--- src/rtl/stopwatch_lap_timer_pkg.sv ---
// Shared types and constants for the stopwatch / lap timer.
// Time fields are plain binary counters, not BCD.
package stopwatch_lap_timer_pkg;

  typedef enum logic [1:0] {
    ST_IDLE    = 2'd0,
    ST_RUN     = 2'd1,
    ST_PAUSE   = 2'd2,
    ST_EXPIRED = 2'd3
  } sw_state_e;

  localparam int SUBSEC_W = 7;
  localparam int SEC_W    = 6;

  localparam logic [SUBSEC_W-1:0] SUBSEC_MAX = 7'd99;
  localparam logic [SEC_W-1:0]    SEC_MAX    = 6'd59;

endpackage

--- src/rtl/stopwatch_lap_timer_lap_fifo.sv ---
// Lap capture FIFO: drops pushes while full (no bypass on same-cycle pop),
// flush empties it in one cycle.
module sw_lap_fifo #(
  parameter int WIDTH = 21,
  parameter int DEPTH = 4
) (
  input  logic             clk,
  input  logic             reset_n,
  input  logic             flush,
  input  logic             push,
  input  logic [WIDTH-1:0] din,
  output logic             full,
  input  logic             pop,
  output logic             valid,
  output logic [WIDTH-1:0] dout
);
  localparam int AW = $clog2(DEPTH);

  logic [WIDTH-1:0] mem_q [DEPTH];
  logic [AW:0]      wr_q, rd_q;
  logic             do_push, do_pop;

  assign full    = (wr_q[AW] != rd_q[AW]) &&
                   (wr_q[AW-1:0] == rd_q[AW-1:0]);
  assign valid   = (wr_q != rd_q);
  assign do_push = push && !full && !flush;
  assign do_pop  = pop && valid && !flush;
  assign dout    = mem_q[rd_q[AW-1:0]];

  always_ff @(posedge clk or negedge reset_n) begin
    if (!reset_n) begin
      wr_q <= '0;
      rd_q <= '0;
    end else if (flush) begin
      wr_q <= '0;
      rd_q <= '0;
    end else begin
      if (do_push) wr_q <= wr_q + (AW+1)'(1);
      if (do_pop)  rd_q <= rd_q + (AW+1)'(1);
    end
  end

  always_ff @(posedge clk or negedge reset_n) begin
    if (!reset_n) begin
      for (int i = 0; i < DEPTH; i++) mem_q[i] <= '0;
    end else if (do_push) begin
      mem_q[wr_q[AW-1:0]] <= din;
    end
  end

endmodule

--- src/rtl/stopwatch_lap_timer.sv ---
// min:sec:centisec stopwatch / countdown timer with tick divider,
// start/stop/clear/load control and a lap-capture FIFO.
module stopwatch_lap_timer
  import stopwatch_lap_timer_pkg::*;
#(
  parameter int TICK_DIV  = 100000,
  parameter int MIN_MAX   = 59,
  parameter int MIN_W     = 6,
  parameter int LAP_DEPTH = 4
) (
  input  logic                clk,
  input  logic                reset_n,
  input  logic                start,
  input  logic                stop,
  input  logic                clear,
  input  logic                mode_down,
  input  logic                load,
  input  logic [MIN_W-1:0]    load_min,
  input  logic [SEC_W-1:0]    load_sec,
  input  logic [SUBSEC_W-1:0] load_subsec,
  input  logic                lap,
  output logic [MIN_W-1:0]    min,
  output logic [SEC_W-1:0]    sec,
  output logic [SUBSEC_W-1:0] subsec,
  output logic                running,
  output logic                expired,
  output logic                wrapped,
  output logic                lap_valid,
  input  logic                lap_ready,
  output logic [MIN_W-1:0]    lap_min,
  output logic [SEC_W-1:0]    lap_sec,
  output logic [SUBSEC_W-1:0] lap_subsec,
  output logic                lap_overflow
);
  localparam int DIV_W = $clog2(TICK_DIV);
  localparam int LAP_W = MIN_W + SEC_W + SUBSEC_W;
  localparam logic [DIV_W-1:0] DIV_LAST = DIV_W'(TICK_DIV - 1);
  localparam logic [MIN_W-1:0] MIN_TOP  = MIN_W'(MIN_MAX);

  sw_state_e           state_q, state_d;
  logic                down_q, down_d;
  logic [MIN_W-1:0]    min_q, min_d;
  logic [SEC_W-1:0]    sec_q, sec_d;
  logic [SUBSEC_W-1:0] sub_q, sub_d;
  logic [DIV_W-1:0]    div_q, div_d;
  logic                wrap_q, wrap_d;
  logic                ovf_q, ovf_d;

  logic idle_or_pause, is_zero, at_one, tick;
  logic do_load, do_run, do_start;
  logic lap_push, fifo_full, fifo_valid;
  logic [LAP_W-1:0] fifo_dout;

  assign idle_or_pause = (state_q == ST_IDLE) || (state_q == ST_PAUSE);
  assign is_zero  = (min_q == '0) && (sec_q == '0) && (sub_q == '0);
  assign at_one   = (min_q == '0) && (sec_q == '0) &&
                    (sub_q == SUBSEC_W'(1));
  assign tick     = (state_q == ST_RUN) && (div_q == DIV_LAST);
  assign do_load  = !clear && load && idle_or_pause;
  assign do_run   = !clear && (state_q == ST_RUN);
  assign do_start = !clear && !load && start && idle_or_pause &&
                    !(down_q && is_zero);
  assign lap_push = lap && !clear &&
                    ((state_q == ST_RUN) || (state_q == ST_PAUSE));

  always_comb begin
    state_d = state_q;
    down_d  = down_q;
    min_d   = min_q;
    sec_d   = sec_q;
    sub_d   = sub_q;
    div_d   = div_q;
    wrap_d  = 1'b0;
    ovf_d   = ovf_q || (lap_push && fifo_full);
    unique case (1'b1)
      clear: begin
        state_d = ST_IDLE;
        down_d  = mode_down;
        min_d   = '0;
        sec_d   = '0;
        sub_d   = '0;
        div_d   = '0;
        ovf_d   = 1'b0;
      end
      do_load: begin
        down_d = mode_down;
        min_d  = (load_min > MIN_TOP) ? MIN_TOP : load_min;
        sec_d  = (load_sec > SEC_MAX) ? SEC_MAX : load_sec;
        sub_d  = (load_subsec > SUBSEC_MAX) ? SUBSEC_MAX : load_subsec;
        div_d  = '0;
      end
      do_run: begin
        if (stop) state_d = ST_PAUSE;
        div_d = tick ? '0 : div_q + DIV_W'(1);
        if (tick && down_q) begin
          // Expiry beats a same-cycle stop.
          if (at_one) state_d = ST_EXPIRED;
          if (sub_q != '0) begin
            sub_d = sub_q - SUBSEC_W'(1);
          end else begin
            sub_d = SUBSEC_MAX;
            if (sec_q != '0) begin
              sec_d = sec_q - SEC_W'(1);
            end else begin
              sec_d = SEC_MAX;
              min_d = min_q - MIN_W'(1);
            end
          end
        end else if (tick) begin
          if (sub_q != SUBSEC_MAX) begin
            sub_d = sub_q + SUBSEC_W'(1);
          end else begin
            sub_d = '0;
            if (sec_q != SEC_MAX) begin
              sec_d = sec_q + SEC_W'(1);
            end else begin
              sec_d = '0;
              if (min_q != MIN_TOP) begin
                min_d = min_q + MIN_W'(1);
              end else begin
                min_d  = '0;
                wrap_d = 1'b1;
              end
            end
          end
        end
      end
      do_start: state_d = ST_RUN;
      default: ;
    endcase
  end

  always_ff @(posedge clk or negedge reset_n) begin
    if (!reset_n) begin
      state_q <= ST_IDLE;
      down_q  <= 1'b0;
      min_q   <= '0;
      sec_q   <= '0;
      sub_q   <= '0;
      div_q   <= '0;
      wrap_q  <= 1'b0;
      ovf_q   <= 1'b0;
    end else begin
      state_q <= state_d;
      down_q  <= down_d;
      min_q   <= min_d;
      sec_q   <= sec_d;
      sub_q   <= sub_d;
      div_q   <= div_d;
      wrap_q  <= wrap_d;
      ovf_q   <= ovf_d;
    end
  end

  sw_lap_fifo #(
    .WIDTH(LAP_W),
    .DEPTH(LAP_DEPTH)
  ) u_lap_fifo (
    .clk    (clk),
    .reset_n(reset_n),
    .flush  (clear),
    .push   (lap_push),
    .din    ({min_q, sec_q, sub_q}),
    .full   (fifo_full),
    .pop    (lap_ready),
    .valid  (fifo_valid),
    .dout   (fifo_dout)
  );

  assign min          = min_q;
  assign sec          = sec_q;
  assign subsec       = sub_q;
  assign running      = (state_q == ST_RUN);
  assign expired      = (state_q == ST_EXPIRED);
  assign wrapped      = wrap_q;
  assign lap_overflow = ovf_q;
  assign lap_valid    = fifo_valid;
  assign {lap_min, lap_sec, lap_subsec} = fifo_valid ? fifo_dout : '0;

endmodule

--- config.mk ---
export PLATFORM = sky130hd
export DESIGN_NAME = stopwatch_lap_timer
export DESIGN_NICKNAME = d
export VERILOG_FILES = /design/src/rtl/stopwatch_lap_timer_pkg.sv /design/src/rtl/stopwatch_lap_timer_lap_fifo.sv /design/src/rtl/stopwatch_lap_timer.sv
export SDC_FILE = /design/constraint.sdc
export NUM_CORES = 1
export LEC_CHECK = 0
export ABC_AREA = 1
export CAP_MARGIN = 5
export CORE_ASPECT_RATIO = 2
export CORE_UTILIZATION = 50
export CTS_BUF_LIST = sky130_fd_sc_hd__clkbuf_4 sky130_fd_sc_hd__clkbuf_8
export CTS_CLUSTER_DIAMETER = 120
export DETAILED_ROUTE_END_ITERATION = 10
export PLACE_DENSITY = 0.76
export RECOVER_POWER = 50
export SLEW_MARGIN = 30
export SYNTH_ARGS = -nofsm -noshare
export SYNTH_HDL_FRONTEND = slang
export SYNTH_SLANG_ARGS = --single-unit
--- constraint.sdc ---
create_clock -name clk -period 2.42 [get_ports clk]
set_input_delay 0.484 -clock clk [delete_from_list [all_inputs] [get_ports clk]]
set_output_delay 0.484 -clock clk [all_outputs]
set_load 0.005 [all_outputs]
* After elaboration in Yosys (flattened, before gate mapping)
Index checks and enable logic that the tools add are counted. Widths: inputs -> output; s select.
Storage, ports and cells: flip-flop bits (word level) 123, bits in latches 0, memory bits (writable) 0, memory bits (read-only) 0, input bits 28, output and inout bits 43, word-level logic and storage cells 138, memories 0
Operators by class: $add $sub $neg 9, $mul 0, div/mod/pow operators 0, magnitude comparators 6, eq/ne operators 16, shifts and indexed selects 0, muxes and demuxes 47, bitwise logic cells 2, reductions and logical operators 44
Operators with widths (count):
- $mux 6 | 15
- $bwmux 76 | 1
- $mux 19 | 4
- $bmux 19 s2 | 1
- $demux 19 s2 | 1
- $pmux 6 s3 | 2
- $mux 7 | 5
- $pmux 17 s2 | 1
- $logic_and 1x1->1 | 22
- $pmux 7 s3 | 1
- $add 17x1->17 const B | 1
- $eq 17x17->1 const B | 1
- $mux 17 | 1
- $add 6x1->6 const B | 2
- $gt 6x6->1 const B | 2
- $logic_not 6->1 | 2
- $mux 3 | 4
- $ne 3x3->1 const B | 4
- $ne 6x6->1 const B | 2
- $sub 6x1->6 const B | 2
- $add 7x1->7 const B | 1
- $eq 7x1->1 const B | 1
- $gt 7x7->1 const B | 1
- $logic_not 7->1 | 1
- other kinds (26) | 46

* Longest topological paths before layout
Gate-level depths: netlist of the first run.
depth in word-level cells 7, depth in mapped cells 13, depth with buffers taken out 12

* By module
From an unflattened synthesis of the first run, not the netlist that was laid out.
Second synthesis, totals: cell total of the unflattened synthesis 1055, area total of the unflattened synthesis 7469.7 sq um
Modules (own cells, without submodules):
- sw_lap_fifo | instances 1, cells each 486, area each 3866.2 sq um, sequential area each 2052.0 sq um
- stopwatch_lap_timer | instances 1, cells each 569, area each 3603.5 sq um, sequential area each 1026.0 sq um

* Least setup slack after synthesis of the first run
No wires, ideal clock.
kind register to register, start reg state_q[1], end reg min_q[2] (netlist: min[2]), library setup time 0.116 ns, data arrival time 1.701 ns, required time 2.304 ns, setup slack 0.603 ns, cell stages (with the launch flop) 12, buffers on the path 2, period minus slack after synthesis 1.817 ns, path through dfrtp_1 inv_1 ha_1 inv_2 nor2_2 buf_2 nor2_4 nor2_4 buf_6 nand3_4 nand2_1 nand2_1
On the way: longest elaborated chain between the ends 5, elaborated cells on any way between the ends 17, classes of those cells 7 x eq/ne; 2 x mux; 8 x reduce/logical
Ends and longest elaborated chain:
- from (decl) | line stopwatch_lap_timer.sv:40 | sw_state_e state_q, state_d;
- from (signal assigned) | line stopwatch_lap_timer.sv:144 | state_q <= state_d;
- $eq 2x1->1 (*)
- named net running | line stopwatch_lap_timer.sv:25 | output logic running,
- $logic_and 1x1->1 | line stopwatch_lap_timer.sv:58 | assign tick = (state_q == ST_RUN) && (div_q == DIV_LAST);
- $logic_and 1x1->1 | line stopwatch_lap_timer.sv:95 | if (tick && down_q) begin
- $ne 3x3->1 (no line) (tied with other cells)
- $reduce_and 6->1 (no line) or $pmux 6 s3 (tied branches)
- to (signal assigned) | line stopwatch_lap_timer.sv:146 | min_q <= min_d;
- to (decl) | line stopwatch_lap_timer.sv:42 | logic [MIN_W-1:0] min_q, min_d;
The timed path passes the listed nets; every way through them passes the cells marked *. A chain may end at the register's enable or synchronous reset.

* Final worst setup path of the first run
start reg u_lap_fifo.rd_q[0], end out lap_subsec[2]
On the way: longest elaborated chain between the ends 5, elaborated cells on any way between the ends 6, classes of those cells 1 x eq/ne; 4 x mux; 1 x bitwise
Ends and longest elaborated chain:
- from (decl) | line stopwatch_lap_timer_lap_fifo.sv:20 | logic [AW:0] wr_q, rd_q;
- from (signal assigned) | line stopwatch_lap_timer_lap_fifo.sv:39 | if (do_pop) rd_q <= rd_q + (AW+1)'(1);
- $not 2->3 (implied by the code) | line stopwatch_lap_timer_lap_fifo.sv:28 | assign dout = mem_q[rd_q[AW-1:0]];
- $bmux 19 s2 | line stopwatch_lap_timer_lap_fifo.sv:28
- $mux 19 (implied by the code) (2 in a row) | line stopwatch_lap_timer_lap_fifo.sv:28
- $mux 19 (*) | line stopwatch_lap_timer.sv:178 | assign {lap_min, lap_sec, lap_subsec} = fifo_valid ? fifo_dout : '0;
- to (decl) | line stopwatch_lap_timer.sv:32 | output logic [SUBSEC_W-1:0] lap_subsec,
Every way passes the cells marked *; elsewhere a longest branch is shown, timed or not. The select of a mux whose other input is x is not followed.

==> results of run 1 <==
==> stage by stage <==
step | TNS, ns | hold WS [ns] | instance area (um2)
finish | -0.589 | 0.484 | 8840
global route | -4.13 | 0.512 | 8840
CTS | -0.965 | 0.472 | 8690
detailed placement | 0 | 0.409 | 8230
global placement | 0 | 0.406 | 8230
floorplan | 0 | 0.188 | 7130
==> registers in the layout, summed over array words and instances, names as in the netlist <==
signal / count
lap_overflow: 1
div_q: 17
state_q: 2
min: 6
u_lap_fifo.mem_q: 76
sec: 6
u_lap_fifo.rd_q: 3
subsec: 7
wrapped: 1
down_q: 1
u_lap_fifo.wr_q: 3
==> how the worst max path moves through the flow <==
| stage | to | depth (start not counted) |
|---|---|---|
| after floorplan | min[2] | 11 |
| after global placement | lap_subsec[2] | 7 |
| after detailed placement | lap_subsec[2] | 7 |
| after CTS | lap_sec[0] | 6 |
| after global routing | lap_sec[0] | 6 |
| final | lap_subsec[2] | 6 |
==> per-layer routing <==
layer / routed length [um] / part of all wire (%) / vias up / GRT usage, %
li1: - / - / 3288 / -
met1: 7450 / 36 / 3260 / 30.0
met2: 11200 / 55 / 219 / 53.3
met3: 841 / 4.1 / 67 / 4.29
met4: 896 / 4.4 / 0 / 15.4
met5: 0 / 0 / - / 0
==> cells in the final DEF (no fill, tap or decap), types with 5 or more instances in the layout <==
master	Yosys	layout
sky130_fd_sc_hd__a21oi_1	12	12
sky130_fd_sc_hd__buf_12	0	8
sky130_fd_sc_hd__buf_4	0	26
sky130_fd_sc_hd__buf_6	2	5
sky130_fd_sc_hd__clkbuf_8	0	18
sky130_fd_sc_hd__clkdlybuf4s50_1	0	51
sky130_fd_sc_hd__clkinv_4	0	5
sky130_fd_sc_hd__dfrtp_1	123	122
sky130_fd_sc_hd__dlygate4sd2_1	0	11
sky130_fd_sc_hd__ha_1	20	20
sky130_fd_sc_hd__inv_1	77	77
sky130_fd_sc_hd__inv_2	12	11
sky130_fd_sc_hd__nand2_1	271	271
sky130_fd_sc_hd__nand3_1	52	52
sky130_fd_sc_hd__nand4_1	14	14
sky130_fd_sc_hd__nor2_1	93	87
sky130_fd_sc_hd__nor2_2	10	14
sky130_fd_sc_hd__nor2_4	4	6
sky130_fd_sc_hd__nor3_1	9	9
sky130_fd_sc_hd__o21ai_0	126	127
sky130_fd_sc_hd__o21ai_1	10	9
sky130_fd_sc_hd__o22ai_1	7	7
sky130_fd_sc_hd__o32ai_1	20	8
sky130_fd_sc_hd__o32ai_2	0	12
sky130_fd_sc_hd__xnor2_1	5	5
sky130_fd_sc_hd__xor2_1	20	20
==> Yosys cell counts (2+ instances only) <==
cell type	instances	share of area, %
sky130_fd_sc_hd__nand2_1	271	14
sky130_fd_sc_hd__o21ai_0	126	8.8
sky130_fd_sc_hd__dfrtp_1	123	43
sky130_fd_sc_hd__nor2_1	93	4.9
sky130_fd_sc_hd__inv_1	77	4.1
sky130_fd_sc_hd__nand3_1	52	3.6
sky130_fd_sc_hd__ha_1	20	3.5
sky130_fd_sc_hd__o32ai_1	20	2.5
sky130_fd_sc_hd__xor2_1	20	2.5
sky130_fd_sc_hd__clkbuf_1	18	0.95
sky130_fd_sc_hd__buf_2	16	1.1
sky130_fd_sc_hd__nand4_1	14	1.2
sky130_fd_sc_hd__a21oi_1	12	0.84
sky130_fd_sc_hd__inv_2	12	0.63
sky130_fd_sc_hd__nor2_2	10	0.88
sky130_fd_sc_hd__o21ai_1	10	0.70
sky130_fd_sc_hd__nor3_1	9	0.63
sky130_fd_sc_hd__o22ai_1	7	0.61
sky130_fd_sc_hd__xnor2_1	5	0.61
sky130_fd_sc_hd__buf_1	4	0.21
sky130_fd_sc_hd__nor2_4	4	0.63
sky130_fd_sc_hd__nand3_4	3	0.74
sky130_fd_sc_hd__a21boi_0	2	0.21
sky130_fd_sc_hd__buf_6	2	0.32
sky130_fd_sc_hd__nand4_2	2	0.35
sky130_fd_sc_hd__or2_2	2	0.18
==> layout make-up <==
cell class / instances / area share [%]
repair buffers: 115 / 13.2
clock buffers: 18 / 2.80
inverters: 90 / 3.88
clock inverters: 13 / 1.34
well taps: 189 / 2.68
flip-flops and latches: 123 / 34.8
multi-input cells: 696 / 41.3
==> power by group through the flow <==
stage          Combinational (W)  Sequential, W  Clock, W
4_1_cts                  0.00181        0.00246   0.00175
6_report                 0.00193        0.00247   0.00174
3_3_place_gp             0.00172        0.00249         0
3_5_place_dp             0.00174        0.00250         0
5_1_grt                  0.00213        0.00249   0.00184
2_1_floorplan            0.00106        0.00243         0
==> repair_timing <==
| action | 4_1_cts | 5_1_grt |
|---|---|---|
| setup endpoints to repair | 20 | 10 |
| pin swaps | 3 | 6 |
| gates resized for setup | 32 | 24 |
| hold buffers | 1 | 0 |
| cloned | 0 | 2 |
| endpoints found under the hold margin | 22 | 0 |
| buffers inserted | 1 | 8 |
==> logic make-up (layout without fill, tap and decap cells) <==
kind of cell | after synthesis | count (layout) | synth area share [%]
xor+xnor | 25 | 25 | 3.07
compound gates | 182 | 182 | 14.2
flops | 123 | 123 | 43.2
buf+inv | 130 | 236 | 7.33
simple gates | 468 | 468 | 28.5
mux | 1 | 1 | 0.158
fa+ha+maj | 20 | 20 | 3.51
==> worst max-delay path: cells and delay by family, from the launching register on <==
family                 cells  cell delay, ns
AND/OR/NAND/NOR            2            0.15
buffers and inverters      3            0.75
AO/OA/AOI/OAI              1            0.27
flip-flops                 1            0.48
==> out/qor_table.md, run 1 <==
| Step | Metric | Value |
|:---|:---|:---|
| status | Violations in the final reports | setup timing |
| worst setup path | Crit path required time | 1.94 ns |
| layout | Area overhead of the layout relative to synthesis | 23.9% |
| floorplan | Y dimension of the die | 171 um |
| placement | Post-detailed-placement half-perimeter wirelength | 14600 um |
| cts | Sinks on the clock net | 123 |
| worst setup path | R2r worst-path depth | 10 |
| worst setup path | Worst path arrival time | 2.10 ns |
| timing | Worst setup skew after layout | 0.0146 ns |
| timing | Worst Max-Slew Pin Slew | 1.34 ns |
| floorplan | Die ar. | 14800 um2 |
| grt | Wire length of the first global-routing pass | 32200 um |
| synth | Net count after synthesis | 997 |
| synth | Most used DFF post-synth | sky130_fd_sc_hd__dfrtp_1 |
| floorplan | IO Count | 71 |
| timing | Total count of max-transition violations in the final report | 0 |
| synth | Number of instances in the synthesized netlist | 949 |
| worst setup path | Critical register-to-register path startpoint | state_q[0] |
| placement | Post-Place Cells | 1201 |
| power | Total power per unit cell area | 695 nW/um2 |
| power | Largest voltage drop on the vdd net | 433 uV |
| worst setup path | Crit path capture type | output pin |
| synth | Post-synthesis cell type count | 41 |
| routing | Detailed Routing Iterations Pass 1 | 5 |
| grt | Via count of the first global-routing pass | 6614 |
| power | Pleak | 4.41 nW |
| power | Logic pwr share | 31.5% |
| timing | Least setup slack across all paths after layout | -0.164 ns |
| timing | Setup violation total in the final timing report | 8 |
| power | Total power of the final layout | 0.00614 W |
| worst setup path | Worst reg2reg endpoint | u_lap_fifo.mem_q[53] |
| flow run | Max cap viols | 0 |
| placement | Worst slack at placement | 0.105 ns |
| placement | Number of buffers inserted by port buffering | 70 |
| layout | Final cell utilization of the core | 63.6% |
| layout | Number of standard cells in the final layout excluding fillers | 1244 |
| floorplan | Num rows | 61 |
| cts | Clock-pin slew reported for the worst setup and hold paths after clock tree synthesis | 0.07 ns |
| routing | Total via count after detailed routing | 6834 |
| cts | Clk Tree Root Cell | sky130_fd_sc_hd__clkbuf_8 |
| worst setup path | Crit-path max FO | 14 |
| min path | End point of the worst hold path | u_lap_fifo.mem_q[37] |
| synth | Sequential area share after synthesis | 43.2% |
| floorplan | Horizontal extent of the die | 86.5 um |
| worst setup path | Source of the critical timing path | u_lap_fifo.rd_q[0] |
| floorplan | Area of the core | 13900 um2 |
| min path | Worst hold path depth | 2 |
| layout | Post-layout nets | 1091 |
| grt | Maximum number of pins on one net before global-route repair | 73 |
| layout | Layout cell share with drive strength beyond 1 | 12.9% |
| grt | Overall fraction of global-route tracks in use | 28.6% |
| synth | Post-synth EDFFs | 0 |
| timing | Total count of hold-check failures in the final report | 0 |
| synth | Syn_area_per_cell | 7.52 um2 |
| timing | Unrepaired setup endpoints after global routing | yes |
| layout | Storage element area | 3080 um2 |
| cts | Number of CTS-inserted buffers | 17 |
| status | Run status | complete, but fails checks |
| worst setup path | Cells along the critical path | buf_6 > nor2_1 > o32ai_2 > nand2_1 > inv_1 > clkdlybuf4s50_1 |
| placement | Final weighted congestion in routability-driven placement | 0.914 |
| routing | Iteration-0 DRC count of the detailed router | 533 |
| power | Switching power of the nets | 0.00218 W |
| layout | Area of combinational cells with multiple inputs | 3650 um2 |
| min path | Path category of the worst min-delay check | flop to flop |
| grt | Number of antenna violations at the first check in global routing | 0 |
| routing | Vias per cell | 5.49 |
| timing | Final critical delay including setup and external delays | 2.58 ns |
| grt | Remaining Overflow, GRT | 0 |
| worst setup path | Flop2flop setup slack | 0.20 ns |
| floorplan | Starting utilization of the core area | 51.4% |
| power | Cell internal power dissipation | 0.00396 W |
| cts | Maximum count of clock buffers along a single path | 2 |
| min path | Beginning of the worst hold path | u_lap_fifo.mem_q[37] |
| worst setup path | Setup CP Type | flop to output pin |
| worst setup path | Cell at the slowest stage of the critical path | sky130_fd_sc_hd__clkdlybuf4s50_1 |
| synth | Flip-flop and latch count after synthesis | 123 |
| routing | Post-route ant nets | 0 |
| timing | Period utilization | 107% |
| cts | Number of levels in the clock H-tree | 4 |
| cts | Clock tree from TritonCTS | built |
| worst setup path | Type of element launching the critical path | flop |
| cts | Worst skew pair latency | 0.46 ns |
| synth | YS warnings | 0 |
| routing | Number of remaining DRC errors | 0 |
| layout | Antenna diode instance count | 0 |
| routing | Final routed wire length divided by cell count | 16.4 um |
| routing | Routed wire length | 20400 um |
| power | Part of the total power dissipated in sequential elements | 40.2% |
| power | Net switching fraction of the power | 35.5% |
| synth | Proportion of register bits with asynchronous set or reset after synthesis | 100% |
| layout | Fill cell total of the finished layout | 1266 |
| timing | Max-Slew Margin vs Limit | 11.0% |
| worst setup path | Delay of the slowest cell on the worst path | 0.50 ns |
| synth | Mapped cell area | 7130 um2 |
| power | Clk network pwr share | 28.3% |
| timing | Maximum frequency from static timing analysis | 0.387 GHz |
(Power assumes the default switching activity.)
==> run 2, diff against run 1 <==
--- a/config.mk
+++ b/config.mk
@@ -8,9 +8,10 @@
 export ABC_AREA = 1
 export CAP_MARGIN = 5
 export CORE_ASPECT_RATIO = 2
+export CORE_MARGIN = 2
 export CORE_UTILIZATION = 50
 export CTS_BUF_LIST = sky130_fd_sc_hd__clkbuf_4 sky130_fd_sc_hd__clkbuf_8
-export CTS_CLUSTER_DIAMETER = 120
+export CTS_CLUSTER_DIAMETER = 60
 export DETAILED_ROUTE_END_ITERATION = 10
 export PLACE_DENSITY = 0.76
 export RECOVER_POWER = 50
==> run 2 against run 1 <==
  * The run now ends clean
  * Clock-buffer cell count decreased by 1
  * Worst setup slack improved by 0.18 ns
  * Combinational power up 15%
  * First-iteration DRC count decreased by 17%
  * Via count is 2.1% higher
  * Maximum frequency up 7.4%
  * Non-clock buffer count rose by 10
  * Die area increased by 3.5%
  * Wire length rose by 4.8%
  * Clock power about the same
  * Sequential power is essentially flat
  * Clock skew rose by 0.00065 ns
  * Largest cell class unchanged
==> out/qor_table.md, run 2 (synthesis results as in run 1) <==
| Step | Metric | Value |
|:---|:---|:---|
| status | Run status | finished, final reports clean |
| timing | Setup violation total in the final timing report | 0 |
| layout | Area overhead of the layout relative to synthesis | 25.8% |
| grt | Overall fraction of global-route tracks in use | 28.9% |
| floorplan | IO Count | 71 |
| timing | Max-Slew Margin vs Limit | 32.5% |
| placement | Dpl cell area | 8210 um2 |
| power | Part of the total power dissipated in sequential elements | 38.1% |
| layout | Layout cell share with drive strength beyond 1 | 15.6% |
| worst setup path | Delay of the slowest cell on the worst path | 0.42 ns |
| layout | Number of standard cells in the final layout excluding fillers | 1255 |
| routing | Routed wire length | 21400 um |
| layout | Post-layout nets | 1101 |
| worst setup path | Cells along the critical path | buf_6 > xnor2_4 > nand3b_1 > buf_6 > bufbuf_16 > nand2_1 > inv_1 > clkdlybuf4s15_1 |
| timing | Worst hold slack after final layout | 0.201 ns |
| worst setup path | Crit path required time | 1.94 ns |
| routing | Detailed Routing Iterations Pass 1 | 5 |
| cts | Number of levels in the clock H-tree | 4 |
| worst setup path | Type of element launching the critical path | flop |
| timing | Total count of max-transition violations in the final report | 0 |
| grt | Via count of the first global-routing pass | 6937 |
| grt | Number of antenna violations at the first check in global routing | 0 |
| grt | Global routing met3 resource utilization | 4.58% |
| min path | Path category of the worst min-delay check | input pin to async pin |
| layout | Final standard cell area without fillers | 8970 um2 |
| grt | Maximum number of pins on one net before global-route repair | 61 |
| worst setup path | Top cell family by delay on the critical path | buffers and inverters |
| worst setup path | Crit path capture type | output pin |
| cts | Clock-pin slew reported for the worst setup and hold paths after clock tree synthesis | 0.08 ns |
| timing | Worst setup skew after layout | 0.0153 ns |
| worst setup path | Crit-path max FO | 5 |
| worst setup path | Worst path arrival time | 1.92 ns |
| worst setup path | CP bufs+invs | 5 |
| power | Switching power of the nets | 0.00231 W |
| cts | Post-CTS Hold Fix Bufs | 0 |
| routing | Iteration-0 DRC count of the detailed router | 443 |
| flow run | Max cap viols | 0 |
| placement | Number of buffers inserted by port buffering | 70 |
| worst setup path | Cell at the slowest stage of the critical path | sky130_fd_sc_hd__dfrtp_1 |
| grt | Met2 Use GR | 51.2% |
| routing | Post-route ant nets | 0 |
| routing | Number of remaining DRC errors | 0 |
| power | Cell internal power dissipation | 0.00412 W |
| floorplan | Die ar. | 15300 um2 |
| floorplan | Area of the core | 13900 um2 |
| worst setup path | Worst path most repeated cell | sky130_fd_sc_hd__buf_6 |
| floorplan | Horizontal extent of the die | 88.5 um |
| routing | Vias per cell | 5.56 |
| worst setup path | Setup CP Type | flop to output pin |
| routing | Total via count after detailed routing | 6976 |
| cts | Sinks on the clock net | 123 |
| layout | Antenna diode instance count | 0 |
| placement | Final weighted congestion in routability-driven placement | 1.00 |
| cts | Clk Tree Root Cell | sky130_fd_sc_hd__clkbuf_8 |
| cts | Maximum count of clock buffers along a single path | 2 |
| grt | Wire length of the first global-routing pass | 34200 um |
| power | Largest voltage drop on the vdd net | 575 uV |
| grt | Most crowded layer after global routing | met2 |
| power | Logic pwr share | 34.4% |
| power | Pleak | 4.44 nW |
| power | Net switching fraction of the power | 35.9% |
| placement | Post-Place Cells | 1202 |
| timing | Total count of hold-check failures in the final report | 0 |
| power | Total power of the final layout | 0.00644 W |
| timing | Worst Max-Slew Pin Slew | 1.01 ns |
| floorplan | Num rows | 61 |
| floorplan | Y dimension of the die | 173 um |
| timing | Period utilization | 99.4% |
| timing | Maximum frequency from static timing analysis | 0.416 GHz |
| layout | Top library cells by usage in the layout, fill and taps aside | sky130_fd_sc_hd__nand2_1 (267), sky130_fd_sc_hd__dfrtp_1 (123), sky130_fd_sc_hd__o21ai_0 (120), sky130_fd_sc_hd__nor2_1 (89), sky130_fd_sc_hd__inv_1 (74) |
| routing | Final routed wire length divided by cell count | 17.0 um |
| power | Clk network pwr share | 27.5% |
| floorplan | Starting utilization of the core area | 51.4% |
| timing | Sum Neg Setup Slack | 0 ns |
| cts | Clock tree from TritonCTS | built |
| cts | Number of CTS-inserted buffers | 17 |
| cts | Worst skew pair latency | 0.44 ns |
| layout | Most frequent standard cell in the layout excluding fill and tap cells | sky130_fd_sc_hd__nand2_1 |
| grt | Met1 global-route usage | 30.9% |
| timing | Final critical delay including setup and external delays | 2.41 ns |
| layout | Largest register by flop count | u_lap_fifo.mem_q |
| placement | Post-detailed-placement half-perimeter wirelength | 14700 um |
| layout | Flip-flop count of the largest register after layout | 76 |
| power | Total power per unit cell area | 717 nW/um2 |
| timing | Unrepaired setup endpoints after global routing | yes |
| grt | Remaining Overflow, GRT | 0 |
==> run 2: changes by cell type in the layout (fill, tap and decap cells not counted), sizes merged <==
cell           before  now
clkdlybuf4s15       1    3
buf                39   51
dlygate4sd2        11    2
inv                91   93
clkdlybuf4s50      51   49
bufbuf              0    1
dlygate4sd3         3    0
clkbuf             26   36
dlymetal6s2s        2    0
==> run 2: power by group through the flow <==
stage,Combinational [W],Clock (W),Sequential [W]
2_1_floorplan,0.00106,0,0.00243
3_3_place_gp,0.00171,0,0.00248
3_5_place_dp,0.00173,0,0.00248
4_1_cts,0.00213,0.00179,0.00244
5_1_grt,0.00242,0.00187,0.00248
6_report,0.00221,0.00177,0.00245
==> run 2: final timing paths <==
path / from / endpoint / slack (ns) / cells past startpoint
worst max-delay path: u_lap_fifo.rd_q[0] / lap_sec[2] / 0.01 / 8
worst min-delay path: reset_n / div_q[0] / 0.20 / 1
worst max register to register: div_q[0] / sec[4] / 0.30 / 12
worst min register to register: u_lap_fifo.mem_q[33] / u_lap_fifo.mem_q[33] / 0.49 / 2
max in group asynchronous: reset_n / u_lap_fifo.mem_q[15] / 0.77 / 2
min in group clk: u_lap_fifo.mem_q[33] / u_lap_fifo.mem_q[33] / 0.49 / 2
==> run 2: metrics by stage <==
step | worst slack [ns] | util [%]
finish | 0.0144 | 64.6
floorplan | 0.603 | -
CTS | 0.00108 | 64.4
global route | -0.0717 | 64.6
detailed placement | 0.137 | 59.1
global placement | 0.173 | 59.1
==> run 2: metal layers <==
metal / vias to the layer above / routed length [um]
met2: 260 / 11600
met1: 3318 / 7490
met3: 81 / 926
met4: 0 / 1350
li1: 3317 / -
met5: - / 0
==> run 2: final cells by class <==
type | instances | area, um2
Fill cell | 1225 | 4920
Clock inverter | 15 | 143
Clock buffer | 17 | 234
Timing Repair Buffer | 125 | 1250
Sequential cell | 123 | 3080
Multi-Input combinational cell | 696 | 3700
Inverter | 90 | 340
Tap cell | 189 | 236
==> run 2: what timing repair did <==
action | 4_1_cts | 5_1_grt
endpoints found under the setup margin | 20 | 21
gates resized for setup | 68 | 43
pin swaps | 6 | 7
buffers inserted | 17 | 1
cloned | 4 | 1
==> run 3, diff against run 2 <==
--- a/config.mk
+++ b/config.mk
@@ -15,6 +15,7 @@
 export DETAILED_ROUTE_END_ITERATION = 10
 export PLACE_DENSITY = 0.76
 export RECOVER_POWER = 50
+export SKIP_CTS_REPAIR_TIMING = 1
 export SLEW_MARGIN = 30
 export SYNTH_ARGS = -nofsm -noshare
 export SYNTH_HDL_FRONTEND = slang
==> run 3 against run 2 <==
  * The run now ends with setup timing left
  * Sequential cell count unchanged
  * Worst hold slack better by 0.0067 ns
  * Sequential share of layout area increased by 0.42 points
  * Wire length decreased by 1.2%
  * Combinational power shrank 6%
  * Maximum frequency is 7.6% lower
  * Worst setup slack got worse by 0.20 ns
  * Sequential power barely moved
  * Cell count shrank 0.24%
  * Global-route usage decreased by 1.4 points
  * Critical endpoint is now lap_sec[5]
==> out/qor_table.md, run 3 (synthesis results as in run 1) <==
| Step | Metric | Value |
|:---|:---|:---|
| power | Largest voltage drop on the vdd net | 570 uV |
| cts | Number of levels in the clock H-tree | 4 |
| status | Violations in the final reports | setup timing |
| routing | Vias per cell | 5.48 |
| timing | Final critical delay including setup and external delays | 2.60 ns |
| floorplan | Y dimension of the die | 173 um |
| timing | Setup violation total in the final timing report | 5 |
| layout | Antenna diode instance count | 0 |
| placement | Number of buffers inserted by port buffering | 70 |
| routing | Number of remaining DRC errors | 0 |
| layout | Flip-flop count of the largest register after layout | 76 |
| worst setup path | Worst path arrival time | 2.12 ns |
| timing | Sum Neg Setup Slack | -0.527 ns |
| cts | Clk Tree Root Cell | sky130_fd_sc_hd__clkbuf_8 |
| worst setup path | Crit-path max FO | 6 |
| cts | Clock tree from TritonCTS | built |
| worst setup path | Cells along the critical path | buf_6 > xnor2_4 > nand3b_1 > buf_6 > buf_12 > nand2_1 > inv_1 > clkdlybuf4s50_1 |
| worst setup path | Worst reg2reg endpoint | sec[4] |
| worst setup path | Crit path required time | 1.94 ns |
| floorplan | Area of the core | 13900 um2 |
| routing | Routed wire length | 21100 um |
| timing | Total count of max-transition violations in the final report | 0 |
| timing | Maximum frequency from static timing analysis | 0.384 GHz |
| routing | Final routed wire length divided by cell count | 16.9 um |
| worst setup path | Worst path most repeated cell | sky130_fd_sc_hd__buf_6 |
| layout | Layout cell share with drive strength beyond 1 | 13.9% |
| layout | Final cell utilization of the core | 63.8% |
| floorplan | Starting utilization of the core area | 51.4% |
| worst setup path | Source of the critical timing path | u_lap_fifo.rd_q[0] |
| timing | Unrepaired setup endpoints after global routing | yes |
| timing | Worst hold slack after final layout | 0.208 ns |
| layout | Most frequent standard cell in the layout excluding fill and tap cells | sky130_fd_sc_hd__nand2_1 |
| layout | Largest register by flop count | u_lap_fifo.mem_q |
| placement | Final weighted congestion in routability-driven placement | 1.00 |
| grt | Maximum number of pins on one net before global-route repair | 61 |
| cts | Worst skew pair latency | 0.45 ns |
| worst setup path | R2r worst-path depth | 12 |
| power | Pleak | 4.50 nW |
| worst setup path | Top cell family by delay on the critical path | buffers and inverters |
| grt | Remaining Overflow, GRT | 0 |
| grt | Via count of the first global-routing pass | 6684 |
| worst setup path | Flop2flop setup slack | 0.30 ns |
| worst setup path | Cell at the slowest stage of the critical path | sky130_fd_sc_hd__clkdlybuf4s50_1 |
| worst setup path | Capturing instance or port of the critical path | lap_sec[5] |
| worst setup path | Levels on crit path | 8 |
| layout | Area overhead of the layout relative to synthesis | 24.3% |
| routing | Total via count after detailed routing | 6861 |
| flow run | Max cap viols | 0 |
| worst setup path | Delay of the slowest cell on the worst path | 0.49 ns |
| worst setup path | Crit path capture type | output pin |
| cts | Maximum count of clock buffers along a single path | 2 |
| cts | Number of CTS-inserted buffers | 17 |
| cts | Clock-pin slew reported for the worst setup and hold paths after clock tree synthesis | 0.08 ns |
| routing | Post-route ant nets | 0 |
| grt | Overall fraction of global-route tracks in use | 27.5% |
| timing | Total count of hold-check failures in the final report | 0 |
| worst setup path | Critical register-to-register path startpoint | div_q[0] |
| floorplan | IO Count | 71 |
| floorplan | Horizontal extent of the die | 88.5 um |
| worst setup path | Type of element launching the critical path | flop |
| timing | Worst setup skew after layout | 0.0174 ns |
| layout | Post-layout nets | 1098 |
| cts | Sinks on the clock net | 123 |
| layout | Final standard cell area without fillers | 8860 um2 |
| timing | Worst Max-Slew Pin Slew | 1.03 ns |
| placement | Post-detailed-placement half-perimeter wirelength | 14700 um |
| floorplan | Die ar. | 15300 um2 |
| timing | Least setup slack across all paths after layout | -0.185 ns |
| floorplan | Num rows | 61 |
| layout | Top library cells by usage in the layout, fill and taps aside | sky130_fd_sc_hd__nand2_1 (264), sky130_fd_sc_hd__o21ai_0 (126), sky130_fd_sc_hd__dfrtp_1 (123), sky130_fd_sc_hd__nor2_1 (93), sky130_fd_sc_hd__inv_1 (75) |
| routing | Detailed Routing Iterations Pass 1 | 6 |
| grt | Number of antenna violations at the first check in global routing | 0 |
| status | Run status | complete, but fails checks |
| placement | Dpl cell area | 8210 um2 |
| timing | Max-Slew Margin vs Limit | 31.2% |
| power | Total power per unit cell area | 711 nW/um2 |
| grt | Wire length of the first global-routing pass | 32800 um |
| min path | Path category of the worst min-delay check | input pin to async pin |
| worst setup path | CP bufs+invs | 5 |
| worst setup path | Setup CP Type | flop to output pin |
| routing | Iteration-0 DRC count of the detailed router | 503 |
| timing | Period utilization | 108% |
-- run 3: cell types whose count changed in the layout (fill, tap and decap cells not counted), moves of 4 or more --
cell                             change
sky130_fd_sc_hd__clkbuf_2            -5
sky130_fd_sc_hd__dlymetal6s2s_1      +8
sky130_fd_sc_hd__o21ai_0             +6
sky130_fd_sc_hd__o21ai_1             -6
sky130_fd_sc_hd__o32ai_2             -5
sky130_fd_sc_hd__buf_6               +5
sky130_fd_sc_hd__o32ai_1             +7
sky130_fd_sc_hd__nor2_1              +4
-- run 3: worst min-delay path by stage --
stage | from | end | slack (ns) | cells past startpoint
finish | reset_n | div_q[12] | 0.21 | 1
global placement | u_lap_fifo.mem_q[33] | u_lap_fifo.mem_q[33] | 0.46 | 2
detailed placement | u_lap_fifo.mem_q[29] | u_lap_fifo.mem_q[29] | 0.47 | 2
CTS | reset_n | div_q[0] | 0.02 | 1
global route | reset_n | div_q[15] | 0.27 | 1
floorplan | reset_n | div_q[0] | 0.19 | 0
-- run 3: report_power, final --
group          internal [W]  total [W]  switching, W
Clock              0.000829    0.00177      0.000940
Combinational      0.000939    0.00208       0.00114
Sequential          0.00226    0.00245      0.000197
Total               0.00403    0.00630       0.00228
-- run 3: worst reg2reg max path, cell delays in order (launching register included) --
cell and delay [ns]:
sky130_fd_sc_hd__dfrtp_1 0.41, sky130_fd_sc_hd__ha_1 0.20, sky130_fd_sc_hd__nand2_2 0.10, sky130_fd_sc_hd__nor2_8 0.17
sky130_fd_sc_hd__nand3_2 0.09, sky130_fd_sc_hd__nor2_2 0.13, sky130_fd_sc_hd__nand2_1 0.07, sky130_fd_sc_hd__nor2_2 0.36
sky130_fd_sc_hd__nand3_1 0.13, sky130_fd_sc_hd__nand3_1 0.18, sky130_fd_sc_hd__nand2_1 0.07, sky130_fd_sc_hd__nand2_1 0.06
sky130_fd_sc_hd__nand2_1 0.05
-- run 3: routing by layer --
layer  up-vias  part of all wire (%)  track usage, %  routed length (um)
met5         -                     0               0                   0
met4         0                   5.4            14.6                1150
met3        79                   3.6            4.01                 770
met2       213                    55            48.4               11700
met1      3258                    36            30.8                7550
li1       3311                     -               -                   -
-- run 3: final cells by class --
| class | count | area, um2 |
|---|---|---|
| tap | 189 | 236 |
| multi-input combinational | 696 | 3610 |
| sequential | 123 | 3080 |
| timing repair buffer | 122 | 1230 |
| fill | 1238 | 5030 |
| clock inverter | 15 | 143 |
| clock buffer | 17 | 234 |
| inverter | 90 | 338 |
-- run 3: metrics by stage --
step	power, W	cells	worst slack (ns)
after floorplan	0.00349	949	0.603
after global placement	0.00419	1202	0.173
after detailed placement	0.00421	1202	0.137
after CTS	0.00597	1234	-0.336
after global routing	0.00661	1252	-0.264
final	0.00630	1252	-0.185
